===== config.mk =====
export PLATFORM = sky130hd
export DESIGN_NAME = phase_accumulator_flat
export DESIGN_NICKNAME = d
export VERILOG_FILES = /design/src/rtl/phase_accumulator_if.sv /design/src/rtl/phase_accumulator.sv /design/src/flat_wrapper.sv
export SDC_FILE = /design/constraint.sdc
export NUM_CORES = 1
export LEC_CHECK = 0
export CAP_MARGIN = 10
export CORE_UTILIZATION = 37
export DETAILED_ROUTE_END_ITERATION = 8
export GPL_TIMING_DRIVEN = 0
export PLACE_DENSITY = 0.61
export SETUP_SLACK_MARGIN = 0.1
export SLEW_MARGIN = 20
export SYNTH_ARGS = -nofsm -noshare
export SYNTH_HDL_FRONTEND = slang
export SYNTH_SLANG_ARGS = --single-unit

===== constraint.sdc =====
create_clock -name clk -period 2.85 [get_ports clk]
set_input_delay 0.57 -clock clk [delete_from_list [all_inputs] [get_ports clk]]
set_output_delay 0.57 -clock clk [all_outputs]
set_load 0.05 [all_outputs]

===== src/rtl/phase_accumulator_if.sv =====
// Configuration handshake and lookup-side outputs of the DDS phase generator.
// The controller side uses master; the phase_accumulator uses slave.
interface phase_accumulator_if #(
  parameter int ACC_W   = 24,
  parameter int PHASE_W = 8
);
  logic               run;
  logic               cfg_valid;
  logic               cfg_ready;
  logic [ACC_W-1:0]   cfg_ftw;
  logic [PHASE_W-1:0] cfg_poff;
  logic [1:0]         cfg_select;
  logic [PHASE_W-1:0] phase_out;
  logic               en_out;
  logic [1:0]         select_out;
  logic               wrap_pulse;

  modport master (
    output run, cfg_valid, cfg_ftw, cfg_poff, cfg_select,
    input  cfg_ready, phase_out, en_out, select_out, wrap_pulse
  );

  modport slave (
    input  run, cfg_valid, cfg_ftw, cfg_poff, cfg_select,
    output cfg_ready, phase_out, en_out, select_out, wrap_pulse
  );
endinterface


===== src/rtl/phase_accumulator.sv =====
// DDS phase generator: accumulates a tuning word and feeds the lookup stage.
// Configuration changes, starts and stops take effect only at period boundaries.
module phase_accumulator #(
  parameter int ACC_W   = 24,
  parameter int PHASE_W = 8
) (
  input  logic               clk,
  input  logic               rst,
  phase_accumulator_if.slave bus
);

  localparam logic [1:0] ST_IDLE     = 2'd0;
  localparam logic [1:0] ST_RUN      = 2'd1;
  localparam logic [1:0] ST_STOPPING = 2'd2;

  logic [1:0]         state;
  logic [ACC_W-1:0]   acc;
  logic [ACC_W-1:0]   acc_next;
  logic               carry;
  logic [ACC_W-1:0]   ftw_a, ftw_s;
  logic [PHASE_W-1:0] poff_a, poff_s;
  logic [1:0]         sel_a, sel_s;
  logic               pending;
  logic               wrap_q;
  logic               active;
  logic               commit;
  logic               accept;

  always_comb begin
    // NOTE: every output of an always_comb is assigned on every path, so no latch is inferred.
    {carry, acc_next} = {1'b0, acc} + {1'b0, ftw_a};
    active = (state != ST_IDLE);
    // In IDLE the shadow is taken immediately; while running only at a wrap.
    commit = pending & (~active | carry);
    accept = bus.cfg_valid & ~pending;
  end

  always_ff @(posedge clk) begin
    // NOTE: state registers use non-blocking assignments so every register sees pre-edge values.
    if (rst) begin
      state   <= ST_IDLE;
      acc     <= '0;
      ftw_a   <= '0;
      poff_a  <= '0;
      sel_a   <= '0;
      ftw_s   <= '0;
      poff_s  <= '0;
      sel_s   <= '0;
      pending <= 1'b0;
      wrap_q  <= 1'b0;
    end else begin
      wrap_q <= active & carry;

      // commit needs pending=1 and accept needs pending=0, so they never collide
      if (commit) begin
        ftw_a   <= ftw_s;
        poff_a  <= poff_s;
        sel_a   <= sel_s;
        pending <= 1'b0;
      end else if (accept) begin
        ftw_s   <= bus.cfg_ftw;
        poff_s  <= bus.cfg_poff;
        sel_s   <= bus.cfg_select;
        pending <= 1'b1;
      end

      case (state)
        ST_IDLE: begin
          acc <= '0;
          if (bus.run) state <= ST_RUN;
        end
        ST_RUN: begin
          acc <= acc_next;
          if (!bus.run) state <= ST_STOPPING;
        end
        ST_STOPPING: begin
          if (bus.run) begin
            acc   <= acc_next;
            state <= ST_RUN;
          end else if (carry || (ftw_a == '0)) begin
            // a zero tuning word never wraps, so stop right away
            acc   <= '0;
            state <= ST_IDLE;
          end else begin
            acc <= acc_next;
          end
        end
        default: begin
          acc   <= '0;
          state <= ST_IDLE;
        end
      endcase
    end
  end

  assign bus.phase_out  = active ? (acc[ACC_W-1 -: PHASE_W] + poff_a) : '0;
  assign bus.en_out     = active;
  assign bus.select_out = sel_a;
  assign bus.wrap_pulse = wrap_q;
  assign bus.cfg_ready  = ~pending;

endmodule


===== src/flat_wrapper.sv =====
// flat-port wrapper written by rule: the top's interface ports become plain ports
module phase_accumulator_flat 
#(
  parameter int ACC_W   = 24,
  parameter int PHASE_W = 8
)
  (clk, rst, bus_run, bus_cfg_valid, bus_cfg_ftw, bus_cfg_poff, bus_cfg_select, bus_cfg_ready, bus_phase_out, bus_en_out, bus_select_out, bus_wrap_pulse);
  phase_accumulator_if #(.ACC_W(ACC_W), .PHASE_W(PHASE_W)) bus_i ();
  input  logic clk;
  input  logic rst;
  input wire logic [$bits(bus_i.run)-1:0] bus_run;
  input wire logic [$bits(bus_i.cfg_valid)-1:0] bus_cfg_valid;
  input wire logic [$bits(bus_i.cfg_ftw)-1:0] bus_cfg_ftw;
  input wire logic [$bits(bus_i.cfg_poff)-1:0] bus_cfg_poff;
  input wire logic [$bits(bus_i.cfg_select)-1:0] bus_cfg_select;
  output wire logic [$bits(bus_i.cfg_ready)-1:0] bus_cfg_ready;
  output wire logic [$bits(bus_i.phase_out)-1:0] bus_phase_out;
  output wire logic [$bits(bus_i.en_out)-1:0] bus_en_out;
  output wire logic [$bits(bus_i.select_out)-1:0] bus_select_out;
  output wire logic [$bits(bus_i.wrap_pulse)-1:0] bus_wrap_pulse;
  assign bus_i.run = bus_run;
  assign bus_i.cfg_valid = bus_cfg_valid;
  assign bus_i.cfg_ftw = bus_cfg_ftw;
  assign bus_i.cfg_poff = bus_cfg_poff;
  assign bus_i.cfg_select = bus_cfg_select;
  assign bus_cfg_ready = bus_i.cfg_ready;
  assign bus_phase_out = bus_i.phase_out;
  assign bus_en_out = bus_i.en_out;
  assign bus_select_out = bus_i.select_out;
  assign bus_wrap_pulse = bus_i.wrap_pulse;
  phase_accumulator #(.ACC_W(ACC_W), .PHASE_W(PHASE_W)) u_core (.clk(clk), .rst(rst), .bus(bus_i));
endmodule

Yosys cells after proc, flatten, opt, wreduce, memory -nomap -nowiden
Cells that the tools add are included.
{"block": "totals", "input_bits": 38, "regBits": 96, "out_inout_bits": 13, "wordCells": 40}
{"block": "op_classes", "bitwise": 7, "n_mux": 9, "eq_ne": 5, "n_addsub": 2, "n_reduce_logical": 7}
{"operator": "$mux W24", "n": 2}
{"operator": "$pmux W24 S2", "n": 1}
{"operator": "$add A24 B24 Y25", "n": 1}
{"operator": "$logic_not A24 Y1", "n": 1}
{"operator": "$add A8 B8 Y8", "n": 1}
{"operator": "$mux W2", "n": 4}
{"operator": "$mux W8", "n": 1}
{"operator": "$pmux W2 S3", "n": 1}
{"operator": "$ne A2 B2 Y1 const B", "n": 2}
{"operator": "$and A1 B1 Y1", "n": 3}
{"operator": "$ne A3 B2 Y1 const B", "n": 1}
{"operator": "$not A1 Y1", "n": 3}
{"operator": "$reduce_and A3 Y1", "n": 1}
{"operator": "$eq A2 B1 Y1 const B", "n": 1}
{"operator": "$eq A2 B2 Y1 const B", "n": 1}
{"operator": "$logic_not A2 Y1", "n": 1}
{"operator": "$reduce_and A2 Y1", "n": 1}
{"operator": "$reduce_bool A2 Y1", "n": 1}
{"operator": "$reduce_or A2 Y1", "n": 1}
{"operator": "$logic_or A1 B1 Y1", "n": 1}
{"operator": "$or A1 B1 Y1", "n": 1}

Logic depth before layout (Yosys ltp)
{"block": "logic_depth", "ltp_word": 6, "ltp_mapped": 10, "mapped_depth_nobuf": 9}

Worst setup path after synthesis
No wires, ideal clock.
{"block": "synth_path", "kind": "flip-flop to output port", "startpoint": "register u_core.poff_a[0]", "endpoint": "output port bus_phase_out[6]", "n_path_buf": 0, "arrival_ns": 2.316, "path_slack_ns": -0.036, "required_time_ns": 2.280, "stages_incl_launch_ff": 9, "path_cell_list": "dfxtp_1 -> ha_1 -> fa_1 -> a21o_1 -> a21o_1 -> a21o_1 -> a21oi_1 -> xor2_1 -> nor2_1"}
{"block": "synth_between", "elab_chain_len": 2}
{"element": "start, declared", "line_no": "phase_accumulator.sv:21", "text": "logic [PHASE_W-1:0] poff_a, poff_s;"}
{"element": "start signal, assigned", "line_no": "phase_accumulator.sv:57", "text": "poff_a <= poff_s;"}
{"element": "$add A8 B8 Y8", "line_no": "phase_accumulator.sv:96", "text": "assign bus.phase_out = active ? (acc[ACC_W-1 -: PHASE_W] + poff_a) : '0;"}
{"element": "$mux W8", "line_no": "phase_accumulator.sv:96"}
{"element": "end, declared", "line_no": "flat_wrapper.sv:17", "text": "output wire logic [$bits(bus_i.phase_out)-1:0] bus_phase_out;"}
Every way passes these cells.

Worst setup path after layout
{"block": "layout_path", "startpoint": "register u_core.poff_a[1]", "endpoint": "output port bus_phase_out[7]"}
Same word-level chain as after synthesis.

==> impl_metrics.yaml <==
pwr:
  p_leak_uw: 0.002529
  power.density_cell_area_mw_per_mm2: 456.9
  irDropWorstVdd_mv: 0.2732
  fin_total_pwr_uw: 2938
  netSwitchingFraction_pct: 26.01
  clock_power_share_pct: 40.1
  comb_power_share_pct: 11.8
  p_int_uw: 2174
  seq_power_share_pct: 48.1
  power.switching_uw: 764.3
hold_path:
  timing.hold.worst.start: "u_core.poff_s[2]"
  holdCritPathClass: "reg2reg"
  number_of_cells_on_the_worst_hold_path: 2
critical_path:
  register_to_register_path_depth: 9
  cp_num_buf_inv: 1
  worstSetupEndpointType: "output port"
  worst-endpoint-required_ns: 2.28
  timing.critical_path.from: "u_core.poff_a[1]"
  critPathMaxStageDelay_ns: 0.41
  regToRegStartpoint: "u_core.ftw_a[11]"
  cp_cell_sequence: "ha_4 -> a21o_1 -> a21oi_2 -> nor2b_1 -> o21a_1 -> o41a_1 -> xnor2_2 -> nor2_2 -> buf_6"
  critical-path-slowest-cell: "o41a_1"
  path_depth: 9
  timing.critical_path.arrival_ns: 2.37
  cp_top_family: "compound AO/OA/AOI/OAI gates"
  timing_worst_setup_path_type: "reg2out"
  critical_path_peak_fanout: 3
  startpoint_type: "register"
sta:
  setup_viol: 1
  tns_ns: -0.09093
  number_of_hold_violations_in_the_final_report: 0
  post_layout_min_period_ns: 2.941
  setup_ws_ns: -0.09093
  rsz0062_at_grt: "yes"
  whs_ns: 0.4499
  fmaxAchievable_mhz: 340.0
  slew_headroom_pct: 63.31
  fin_worst_skew_ns: 0.008746
  finalMaxSlewViolations: 0
  worstMarginPinSlew_ns: 0.5457
  finalCritPeriodShare_pct: 103.2
routing:
  drt-vias-per-instance: 4.978
  num_vias: 4301
  postRouteWirelength_um: 11900
  drc_errors: 0
  drt-pass1-iter-count: 4
  antenna_violating_nets_post_route: 0
  detail_route.iter0.violations: 164
  routedWlPerCell_um: 13.77
die:
  dieHeight_um: 121.1
  io_pins: 51
  design.die.area_mm2: 0.01467
  die_width_um: 121.1
  core.rowCount: 43
  core_mm2: 0.01388
  initial_core_util_pct: 37.82
placement:
  placement.io_buffers: 50
  gp_congestion: 0.8722
  final_hpwl_dp_um: 9022
synthesis:
  number_of_flip_flops_and_latches_in_the_synthesized_netlist: 96
  synthesis.yosys.warnings: 0
  gate_count_of_the_mapped_netlist: 607
  synth_enable_flop_cells: 0
  synth_nets: 682
  async_reset_ff_share_pct: 0
  synth_flop_cell: "dfxtp_1"
  synth-seq-area-share_pct: 36.61
  netlist-cell-type-count: 52
  synth_area_per_cell_um2: 8.649
  mappedNetlistArea_mm2: 0.005250
clock_tree:
  tritoncts: "built"
  cts_inserted_buffers: 9
  clock-sinks: 96
  cts-hold-fix-buffers: 0
  ctsHtreeMaxLevel: 3
  clock_latency_at_the_later_pin_of_the_worst_skew_pair_ns: 0.34
  clockRootBuffer: "clkbuf_16"
  cts.clk_slew.worst_paths_ns: 0.07
  cts-root-to-sink-buffers: 2
global_route:
  grt_max_degree: 18
  grt_first_pass_wirelength_um: 19450
  grt_pass1_vias: 4051
  grt_antenna_before_repair: 0
  grt_overflow_total: 0
  groute.usage.overall_pct: 16.71
job:
  drv_cap: 0
layout:
  areaGrowthSynthToFinish_pct: 22.47
  fin_nets: 754
  drive_above_1_share_pct: 9.649
  area_occupied_by_multi_input_gates_mm2: 0.003203
  antenna_cells_inserted: 0
  utilization_pct: 46.32
  fill_cells: 1340
  seq_area_mm2: 0.001934
run_status:
  failed_checks: "negative setup slack"
  status: "complete, but fails checks"
[through the flow]
| step | cell area, um^2 | cells | setup WS, ns |
|---|---|---|---|
| floorplan | 5255 | 607 | 0.1820 |
| global placement | 5981 | 837 | -0.3753 |
| detailed placement | 5981 | 837 | -0.4120 |
| CTS | 6321 | 853 | -0.1011 |
| global route | 6430 | 864 | -0.1664 |
| finish | 6430 | 864 | -0.09093 |
[power groups by stage]
stage	Sequential [uW]	Combinational, uW	Clock (uW)
6_report	1410	348	1180
5_1_grt	1420	381	1260
2_1_floorplan	1440	226	0
3_3_place_gp	1440	334	0
4_1_cts	1410	344	1210
3_5_place_dp	1450	340	0
[cell type report]
cell class / instances / share of cell area [%]
Buffer: 28 / 2.569
Clock buffer: 10 / 3.717
Clock inverter: 6 / 0.7589
Inverter: 12 / 0.7005
Multi-Input combinational cell: 471 / 49.82
Sequential cell: 96 / 30.08
Tap cell: 180 / 3.503
Timing Repair Buffer: 61 / 8.854
[layout by cell type, fill, tap and decap left out, drive strengths merged, types with 13 or more instances in the layout]
cell type and n:
dfxtp 96, nand2 85, a21oi 66, or2b 51
clkdlybuf4s50 41, nor2 39, mux2i 35, ha 35
clkbuf 34, nand2b 21, o21ai 20, buf 20
inv 15, nor3 13
[cell usage after synthesis (all sizes together), types with 5 or more instances]
cell type / number / share of area [%]
dfxtp: 96 / 37
nand2: 85 / 6.1
a21oi: 66 / 6.6
or2b: 51 / 7.3
nor2: 39 / 2.8
ha: 35 / 8.3
mux2i: 35 / 6.7
nand2b: 21 / 2.5
clkbuf: 20 / 1.5
o21ai: 20 / 1.9
nor3: 13 / 1.2
inv: 12 / 0.86
xor2: 11 / 1.8
xnor2: 10 / 1.7
a211oi: 9 / 1.3
nor2b: 9 / 1.1
a21o: 8 / 1.1
buf: 7 / 1.4
o21a: 7 / 1.0
nor4: 6 / 0.72
and3: 5 / 0.69
[cells by family (layout without fill, tap and decap cells)]
family | after synthesis | count (layout) | synth area share [%]
and+or+nand+nor | 241 | 241 | 23.86
AOI/OAI and AO/OA | 136 | 136 | 16.13
DFF | 96 | 96 | 36.61
buffers and inverters | 40 | 117 | 3.908
adders and majority gates | 37 | 37 | 9.104
muxes | 36 | 36 | 6.888
xor gates and xnor gates | 21 | 21 | 3.503
[worst register-to-register path, delay by kind of cell, from the launching register on]
family          cells  cell delay (ns)
flops               1             0.37
mux                 1             0.22
buf+inv             1             0.20
fa+ha+maj           1             0.41
compound gates      3             0.65
simple gates        3             0.70
[per-layer routing]
metal	GRT usage [%]	vias up	part of all wire [%]
met3	2.679	13	3.0
met4	5.401	0	1.6
met5	0	-	0
li1	-	2240	-
met1	22.63	1978	50
met2	27.00	70	45
[flip-flops by register name, summed over array words and instances (netlist names)]
signal                 cells
u_core.state               2
u_core.acc                24
u_core.sel_s               2
u_core.pending             1
u_core.ftw_a              24
u_core.poff_s              8
u_core.ftw_s              24
u_core.bus.wrap_pulse      1
u_core.bus.select_out      2
u_core.poff_a              8
[path summary, 6_finish.rpt]
kind | to | slack, ns
setup / recovery | bus_phase_out[7] | -0.09
hold / removal | u_core.poff_s[2] | 0.45
setup reg to reg | u_core.poff_a[3] | 0.22
hold reg to reg | u_core.poff_s[2] | 0.45
[repair_timing]
action | CTS | global route
hold endpoints to repair | 0 | 0
pin swaps | 6 | 14
setup endpoints to repair | 60 | 60
setup buffers | 0 | 11
gates resized for setup | 42 | 19
(Power assumes the default switching activity.)
